[src/rtl/pipe_stage_reg.sv]
// Elastic pipeline-stage register: payload + control with valid/ready,
// synchronous flush and an optional 2-entry skid buffer.
//
// Ports:
//   clock      rising-edge clock
//   reset      synchronous, active-low reset
//   in_valid   upstream entry valid
//   in_ready   entry accepted this cycle when in_valid is also high
//   in_data    upstream payload (DATA_W)
//   in_ctrl    upstream control field (CTRL_W)
//   flush      squash every held entry and any incoming one
//   out_valid  downstream entry valid
//   out_ready  downstream accepts
//   out_data   registered payload
//   out_ctrl   registered control, zero in every bubble
//   occupancy  held entries: 0, 1 or 2
module pipe_stage_reg #(
    parameter int DATA_W = 32,
    parameter int CTRL_W = 8,
    parameter int SKID   = 1
) (
    input  logic              clock,
    input  logic              reset,
    input  logic              in_valid,
    output logic              in_ready,
    input  logic [DATA_W-1:0] in_data,
    input  logic [CTRL_W-1:0] in_ctrl,
    input  logic              flush,
    output logic              out_valid,
    input  logic              out_ready,
    output logic [DATA_W-1:0] out_data,
    output logic [CTRL_W-1:0] out_ctrl,
    output logic [1:0]        occupancy
);

    // The state value doubles as the occupancy count.
    typedef enum logic [1:0] {
        ST_EMPTY = 2'd0,
        ST_FULL  = 2'd1,
        ST_SKID  = 2'd2
    } state_e;

    state_e            state_q, state_d;
    logic [DATA_W-1:0] main_data_q, main_data_d;
    logic [CTRL_W-1:0] main_ctrl_q, main_ctrl_d;
    logic [DATA_W-1:0] skid_data_q, skid_data_d;
    logic [CTRL_W-1:0] skid_ctrl_q, skid_ctrl_d;
    logic              in_ready_q, in_ready_d;

    logic in_fire;
    logic out_fire;

    // Registered in_ready with the skid buffer; otherwise the single
    // register accepts whenever it is empty or draining this cycle.
    assign in_ready  = (SKID != 0) ? in_ready_q
                                   : (out_ready | ~out_valid);
    assign out_valid = (state_q != ST_EMPTY);
    assign out_data  = main_data_q;
    assign out_ctrl  = main_ctrl_q;
    assign occupancy = state_q;

    assign in_fire  = in_valid & in_ready;
    assign out_fire = out_valid & out_ready;

    always_comb begin
        state_d     = state_q;
        main_data_d = main_data_q;
        main_ctrl_d = main_ctrl_q;
        skid_data_d = skid_data_q;
        skid_ctrl_d = skid_ctrl_q;

        if (flush) begin
            // Payload is left alone; only control is cleared so the
            // squashed slots become harmless bubbles.
            state_d     = ST_EMPTY;
            main_ctrl_d = '0;
            skid_ctrl_d = '0;
        end else begin
            case (state_q)
                ST_EMPTY: begin
                    if (in_fire) begin
                        main_data_d = in_data;
                        main_ctrl_d = in_ctrl;
                        state_d     = ST_FULL;
                    end
                end
                ST_FULL: begin
                    if (in_fire && out_fire) begin
                        main_data_d = in_data;
                        main_ctrl_d = in_ctrl;
                    end else if (in_fire && (SKID != 0)) begin
                        // Downstream stalled: park the new entry.
                        skid_data_d = in_data;
                        skid_ctrl_d = in_ctrl;
                        state_d     = ST_SKID;
                    end else if (out_fire) begin
                        main_ctrl_d = '0;
                        state_d     = ST_EMPTY;
                    end
                end
                ST_SKID: begin
                    if (out_fire) begin
                        main_data_d = skid_data_q;
                        main_ctrl_d = skid_ctrl_q;
                        skid_ctrl_d = '0;
                        state_d     = ST_FULL;
                    end
                end
                default: begin
                    state_d     = ST_EMPTY;
                    main_ctrl_d = '0;
                    skid_ctrl_d = '0;
                end
            endcase
        end

        // Room exists exactly when the skid slot will be free.
        in_ready_d = (state_d != ST_SKID);
    end

    always_ff @(posedge clock) begin
        if (!reset) begin
            state_q     <= ST_EMPTY;
            main_data_q <= '0;
            main_ctrl_q <= '0;
            skid_data_q <= '0;
            skid_ctrl_q <= '0;
            in_ready_q  <= 1'b1;
        end else begin
            state_q     <= state_d;
            main_data_q <= main_data_d;
            main_ctrl_q <= main_ctrl_d;
            skid_data_q <= skid_data_d;
            skid_ctrl_q <= skid_ctrl_d;
            in_ready_q  <= in_ready_d;
        end
    end

endmodule

[config.mk]
export PLATFORM = sky130hd
export DESIGN_NAME = pipe_stage_reg
export DESIGN_NICKNAME = d
export VERILOG_FILES = /design/src/rtl/pipe_stage_reg.sv
export SDC_FILE = /design/constraint.sdc
export NUM_CORES = 1
export LEC_CHECK = 0
export CORE_MARGIN = 5
export CORE_UTILIZATION = 50
export DETAILED_ROUTE_END_ITERATION = 8
export PLACE_DENSITY = 0.82
export SYNTH_ARGS = -nofsm -noshare
export SYNTH_HDL_FRONTEND = slang
export SYNTH_SLANG_ARGS = --single-unit
[constraint.sdc]
create_clock -name clock -period 1.75 [get_ports clock]
set_input_delay 0.35 -clock clock [delete_from_list [all_inputs] [get_ports clock]]
set_output_delay 0.35 -clock clock [all_outputs]
set_load 0.005 [all_outputs]
# Word level (Yosys, flattened, before mapping)
# Index checks and enable logic that the tools add are counted.
# op_classes
eq_ne,10
mux,19
n_bitwise,6
n_reduce_logical,9
# ops
operator,count
two-way mux 32 bit,3
one-hot mux 32 bit (3 select lines),1
two-way mux 8 bit,6
one-hot mux 8 bit (3 select lines),2
two-way mux 2 bit,6
inequality test 2 bit (second input constant),6
AND reduction 4 bit,3
inequality test 3 bit (second input constant),2
one-hot mux 2 bit (3 select lines),1
AND reduction 5 bit,1
NOT 1 bit,4
nonzero test 3 bit,1
bitwise AND 1 bit,2
== test 2 x 1 -> 1 bit (second input constant),1
== test 2 bit (second input constant),1
zero test 2 bit,1
nonzero test 2 bit,1
OR reduction 2 bit,1
logical AND 1 bit,1
# word_totals
reg_bits,83
inputBits,45
out_inout_bits,44
elab_cells,50

# Longest topological paths before layout
# Gate-level depths: netlist of the first run.
# logic_depth
depth_word,8
depth_mapped,7
ltp_nobuf,4

# Least setup slack after synthesis of the first run
# OpenSTA, ideal clock, no wires.
# synth_timing
path_type,register to register
from,register state_q[0] (netlist: occupancy[0])
to,register main_data_q[10] (netlist: out_data[10])
setup_ns,0.116
t_arrival_ns,1.379
required_time_ns,1.634
path_slack_ns,0.255
stages_incl_launch_ff,7
n_path_buf,2
synth_period_minus_slack_ns,1.495
cell_sequence,dfxtp_1 -> buf_2 -> nand4bb_1 -> a31oi_4 -> buf_6 -> nand2_1 -> o211a_1
# synth_between
elab_chain_len,5
elab_cells_between_ends,12
cone_classes,eq/ne: 5; mux: 1; bitwise: 1; reduce/logical: 5
# synth_rtl
item,line_no,source
"start, declared",43,"state_e state_q, state_d;"
"start signal, assigned",130,state_q <= state_d;
nonzero test 2 bit,57,assign out_valid = (state_q != ST_EMPTY);
bitwise AND 1 bit,63,assign out_fire = out_valid & out_ready;
logical AND 1 bit,88,if (in_fire && out_fire) begin
inequality test 2 bit (no line),n/a,
AND reduction 5 bit (no line),n/a,
"end signal, assigned",131,main_data_q <= main_data_d;
"end, declared",44,"logic [DATA_W-1:0] main_data_q, main_data_d;"
# Several ways; a longest one is shown, not always the timed one.
# A chain may end at the register's enable or synchronous reset.

# Final worst setup path of the first run
# layout_timing
from,register in_ready_q (netlist: in_ready)
to,output in_ready
# layout_lines
item,line_no,source
"start, declared",48,"logic in_ready_q, in_ready_d;"
"start signal, assigned",135,in_ready_q <= in_ready_d;
"end, declared",25,"output logic in_ready,"
# No word-level cell between the ends.

==> results of run 1 <==
[cells in the mapped netlist (2+ instances only)]
cell type | n | area share (%)
a21boi_1 | 32 | 6.4
a22oi_1 | 8 | 1.6
and2_1 | 8 | 1.3
buf_2 | 9 | 1.2
buf_4 | 3 | 0.60
buf_6 | 10 | 3.0
clkbuf_1 | 11 | 1.1
dfxtp_1 | 83 | 45
mux2i_1 | 48 | 13
nand2_1 | 98 | 9.9
nand2b_1 | 2 | 0.34
nand3_1 | 2 | 0.27
nand3b_1 | 4 | 0.80
nand4b_1 | 2 | 0.47
nor2_1 | 17 | 1.7
o211a_1 | 32 | 8.6
o2bb2ai_1 | 7 | 1.6
[per-stage QoR]
stage | hold WS (ns) | setup TNS [ns] | total power [uW] | area (sq um) | util [%]
floorplan | 0.434 | 0 | 2320 | 3730 | -
global route | 0.360 | 0 | 4180 | 4980 | 68.7
global placement | 0.439 | -12.97 | 2640 | 4770 | 65.8
finish | 0.350 | 0 | 3990 | 4980 | 68.7
detailed placement | 0.444 | -15.52 | 2660 | 4770 | 65.8
CTS | 0.333 | 0 | 4040 | 4990 | 68.8
[sequential cells by signal, indices dropped and copies added (netlist names)]
signal	count
out_data	32
in_ready	1
skid_ctrl_q	8
occupancy	2
out_ctrl	8
skid_data_q	32
[path summary, 6_finish.rpt]
path                                from                           to  slack, ns
min                                reset      occupancy[1]$_SDFF_PN0_       0.35
min reg2reg  skid_data_q[7]$_SDFFE_PN0P_  skid_data_q[7]$_SDFFE_PN0P_       0.46
max                  in_ready$_SDFF_PN1_                     in_ready       0.10
max reg2reg      occupancy[1]$_SDFF_PN0_  skid_ctrl_q[2]$_SDFFE_PP0P_       0.25
[final cells by class]
| class | instances | area [sq um] |
|---|---|---|
| inverters | 1 | 3.75 |
| clock buffers | 9 | 124 |
| fillers | 587 | 2270 |
| well taps | 99 | 124 |
| clock inverters | 7 | 76.3 |
| flip-flops and latches | 83 | 1670 |
| multi-input cells | 275 | 1850 |
| repair buffers | 112 | 1130 |
[kinds of logic after synthesis]
logic type | after synthesis
and+or+nand+nor | 140
AOI/OAI and AO/OA | 87
DFF | 83
muxes | 48
buffers and inverters | 34
[per-layer routing]
layer  vias up  global-route usage, %  wire length (um)
met4         0                   7.71               126
li1       1551                      -                 -
met5         -                      0                 0
met2        80                   33.0              4260
met3        13                   5.11               539
met1      1478                   24.3              3970
[power by group through the flow]
stage	Sequential [uW]	Clock, uW	Combinational (uW)
floorplan	2050	0	268
global placement	2050	0	588
detailed placement	2050	0	602
CTS	2010	1420	610
global route	2020	1510	650
finish	2010	1390	598
[what timing repair did]
item / 4_1_cts / 5_1_grt
buffers inserted: 1 / 0
setup endpoints to repair: 4 / 1
gates resized for setup: 7 / 0
hold buffers: 0 / 0
==> metrics.txt, run 1 <==
status completed; CP arrival 1.30 ns; GRT Util Overall 19.8%; worst hold stages 3; initial core utilization 51.4%; Die Wd 96.4 um; Yosys cell types 33; clock net sink count 83; DRC viols 0; Slew headroom 69.6%; DPL Wire Length 6040 um; Synthesis Warnings 0; clock root buffer clkbuf_8; Primary FF master, synth dfxtp_1; Post-Synth XOR/XNOR Area 0%; most frequent cells in the layout nand2_1 (98), clkdlybuf4s50_1 (85), dfxtp_1 (80); first-pass GRT wire length 14400 um; LEAKAGE 0.00232 uW; routed len/inst 15.2 um; internal power 2990 uW; TritonCTS buffer count 9; fin nets 527; Clock Latency Late Sink 0.35 ns; Syn Std Cell Area 3730 sq um; DR pass1 iterations 4; Hold Violations, Final 0; sequential share of the synthesized area 44.5%; Boundary Pins 89; Crit path max-delay family buffers and inverters; most common cell after layout, fill and taps aside nand2_1; CTS tree yes; post-synthesis mux area share 12.9%; antenna fix cells 0; max_cap viols 0; final count of negative-setup-slack endpoints 0; syn nets 437; crit path cell chain clkdlybuf4s50_1; Worst Slack Setup Final 0.101 ns; fin. max-slew vios 0; post-synthesis compound-gate area fraction 20.2%; grt ovf 0; Min-Delay Path Class input pin to flop; core area 7250 sq um; Post-synth ARST share 0%; main combinational cell family by area after synthesis compound AO/OA/AOI/OAI gates; Max stage delay on crit path 0.53 ns; CP max-delay cell clkdlybuf4s50_1; Worst R2R Path Depth 6; Sw Share 25.1%; sequential fraction of design power 50.3%; clock slew at reported path FFs 0.08 ns; largest net degree at the start of global routing 65; Syn Inst Count 392; Setup crit end kind primary output; Gate power share 15.0%; VDD IR max 0.000645 V; slew of the pin with the lowest slew margin 0.456 ns; Clock Skew 0.00792 ns; number of synthesized flops with an enable pin 0; minimum clock period 1.65 ns; total wire length 8900 um; post-synthesis simple-gate area fraction 16.4%; Die Height 96.4 um; Layout Area Growth over Synthesis 33.5%; Routed Antenna Nets 0; fmax 0.606 GHz; startpoint types flop; non-filler cells in the finished layout 586; Port Buffers 88; FF+latch count, synth 83; mean post-synth cell area 9.52 sq um; initial antenna violation count 0; crit path kind flop to primary output; pre-CTS setup slack -0.249 ns; via-per-instance ratio 5.33; initial drt markers 102; routability cong. 0.784; RSZ-0062 raised after global routing false; worst-path fanout max 9; crit share post-route 94.2%; Post-Synth Adder-Cell Area 0%; Die ar. 9290 sq um; Clock power frac 34.7%; vias in the first global route 3082; Cells after DPL 570; clock buffer depth 2; layout cell share with drive strength beyond 1 10.1%; num rows 31; PwrDens 802 nW/um^2; Worst path depth 1; P_sw 1000 uW; worst path buffer plus inverter count 1; Worst Path Required 1.40 ns; vias post-DR 3122; H-Tree Depth 3
(Power assumes the default switching activity.)
==> run 2: changes to the inputs <==
--- a/config.mk
+++ b/config.mk
@@ -6,9 +6,10 @@
 export NUM_CORES = 1
 export LEC_CHECK = 0
 export CORE_MARGIN = 5
-export CORE_UTILIZATION = 50
+export CORE_UTILIZATION = 51
+export CTS_BUF_LIST = sky130_fd_sc_hd__clkbuf_4
 export DETAILED_ROUTE_END_ITERATION = 8
-export PLACE_DENSITY = 0.82
+export PLACE_DENSITY = 0.84
 export SYNTH_ARGS = -nofsm -noshare
 export SYNTH_HDL_FRONTEND = slang
 export SYNTH_SLANG_ARGS = --single-unit
==> run 2 against run 1 <==
Compared with the run above: first-iteration DRC count fell by 17%; cell count increased by 1.0%; sequential share of layout area rose by 0.29 points; clock-buffer cell count stayed put; final area rose by 0.18%; power fell by 4.6%; die area fell by 1.8%; sequential power about the same; via count increased by 1.8%; fmax shrank 2.0%; utilization increased by 0.86 points; critical path type unchanged.
==> metrics.txt, run 2 (synthesis gave the netlist of run 1 again) <==
status completed; Clock Latency Late Sink 0.44 ns (+0.09 ns); routed len/inst 15.5 um (+2.1%); metal3 WL 552 um (+2.4%); CTS tree yes; initial core utilization 52.0% (+0.56 points); initial antenna violation count 0 (unchanged); PwrDens 764 nW/um^2 (-4.8%); DPL Wire Length 6230 um (+3.2%); Setup crit end kind primary output; largest net degree at the start of global routing 39 (-40%); first-pass GRT wire length 14500 um (+0.58%); Port Buffers 88 (unchanged); via-per-instance ratio 5.37 (+0.76%); Layout Area Growth over Synthesis 33.7%; Hold Violations, Final 0 (unchanged); total design power 3810 uW (-4.6%); fin area 4990 sq um (+0.18%); Die ar. 9130 sq um (-1.8%); Die Height 95.5 um (-0.89%); layout cell share with drive strength beyond 1 13.6% (+3.5 points); cts hold-fix bufs 0 (unchanged); Min-Delay Path Class input pin to flop; final count of negative-setup-slack endpoints 0 (unchanged); total negative slack 0 ns (unchanged); fmax 0.594 GHz (-2.0%); worst-path fanout max 2 (-7); routability cong. 0.819 (+4.4%); fin nets 533 (+1.1%); non-filler cells in the finished layout 592 (+1.0%); max_cap viols 0 (unchanged); Die Wd 95.5 um (-0.89%); most frequent cells in the layout nand2_1 (98), clkdlybuf4s50_1 (83), dfxtp_1 (68); slew of the pin with the lowest slew margin 0.484 ns (+0.0281 ns); clock net sink count 83 (unchanged); TritonCTS buffer count 9 (unchanged); grt ovf 0 (unchanged); clock slew at reported path FFs 0.14 ns (+0.06 ns); fin. max-slew vios 0 (unchanged); vias post-DR 3178 (+1.8%); startpoint types flop; initial drt markers 85 (-17%); clock root buffer clkbuf_4; met2 wire len 4480 um (+5.0%); crit path kind flop to primary output; Crit path max-delay family buffers and inverters; VDD IR max 0.000559 V (-13%); crit path cell chain clkdlybuf4s50_1; Slew headroom 67.8% (-1.8 points); vias in the first global route 2974 (-3.5%); Boundary Pins 89 (unchanged); antenna fix cells 0 (unchanged); CP arrival 1.33 ns (+0.03 ns); Max stage delay on crit path 0.51 ns (-0.02 ns); CP max-delay cell clkdlybuf4s50_1; num rows 31 (unchanged); LEAKAGE 0.00236 uW (+1.8%); H-Tree Depth 3 (unchanged); core area 7180 sq um (-1.1%); placed instance area 4780 sq um (about the same); most common cell after layout, fill and taps aside nand2_1; Clock Skew 0.0196 ns (+0.0116 ns); DRC viols 0 (unchanged); Hold WS 0.249 ns (-0.101 ns); total wire length 9180 um (+3.1%); WL met1 4050 um (+2.0%); Worst Path Required 1.40 ns (about the same); top routing layer in use met4; Routed Antenna Nets 0 (unchanged); GRT Util Overall 20.4% (+0.69 points); DR pass1 iterations 4 (unchanged); clock buffer depth 2 (unchanged); crit share post-route 96.1% (+1.9 points); Cells after DPL 572 (+0.35%); worst path buffer plus inverter count 1 (unchanged); minimum clock period 1.68 ns (+0.0334 ns)
[run 2: cell count changes in the layout (fill, tap and decap cells not counted), moves of 2 or more]
cell             change
dfxtp_1             -12
dfxtp_2             +11
clkbuf_4             +9
clkbuf_8             -9
buf_4                +6
clkdlybuf4s50_1      -2
dlymetal6s2s_1       +2
inv_6                +2
[run 2: layer usage]
metal / global-route usage [%] / vias to the layer above
li1: - / 1555
met1: 25.0 / 1528
met2: 34.2 / 86
met3: 5.05 / 9
met4: 8.53 / 0
met5: 0 / -
[run 2: layout make-up]
type,instances,area [sq um]
well taps,99,124
multi-input cells,275,1850
fillers,551,2190
clock inverters,7,81.3
flip-flops and latches,83,1690
clock buffers,9,67.6
repair buffers,118,1170
inverters,1,3.75
[run 2: timing repair]
action	CTS	global route
setup buffers	2	2
pin swaps	0	0
resized for setup	9	15
endpoints found under the setup margin	4	13
[run 2: path summary, 6_finish.rpt]
path                            slack (ns)                           end                    startpoint  depth (start not counted)
worst min-delay path                  0.25       occupancy[1]$_SDFF_PN0_                         reset                          3
worst max register to register        0.19      out_data[7]$_SDFFE_PN0P_       occupancy[0]$_SDFF_PN0_                          6
worst max-delay path                  0.07                   out_ctrl[7]      out_ctrl[7]$_SDFFE_PP0P_                          1
worst min register to register        0.46  skid_data_q[27]$_SDFFE_PN0P_  skid_data_q[27]$_SDFFE_PN0P_                          2
[run 2: report_power, final]
group	internal [uW]	switching, uW	total, uW
Sequential	1970	44.9	2010
Combinational	362	244	606
Clock	458	732	1190
[run 2: through the flow]
stage	setup WS, ns	util [%]
after floorplan	0.255	-
after CTS	0.0146	69.0
after global routing	-0.00448	69.5
after detailed placement	-0.258	66.6
final	0.0675	69.5
after global placement	-0.165	66.6
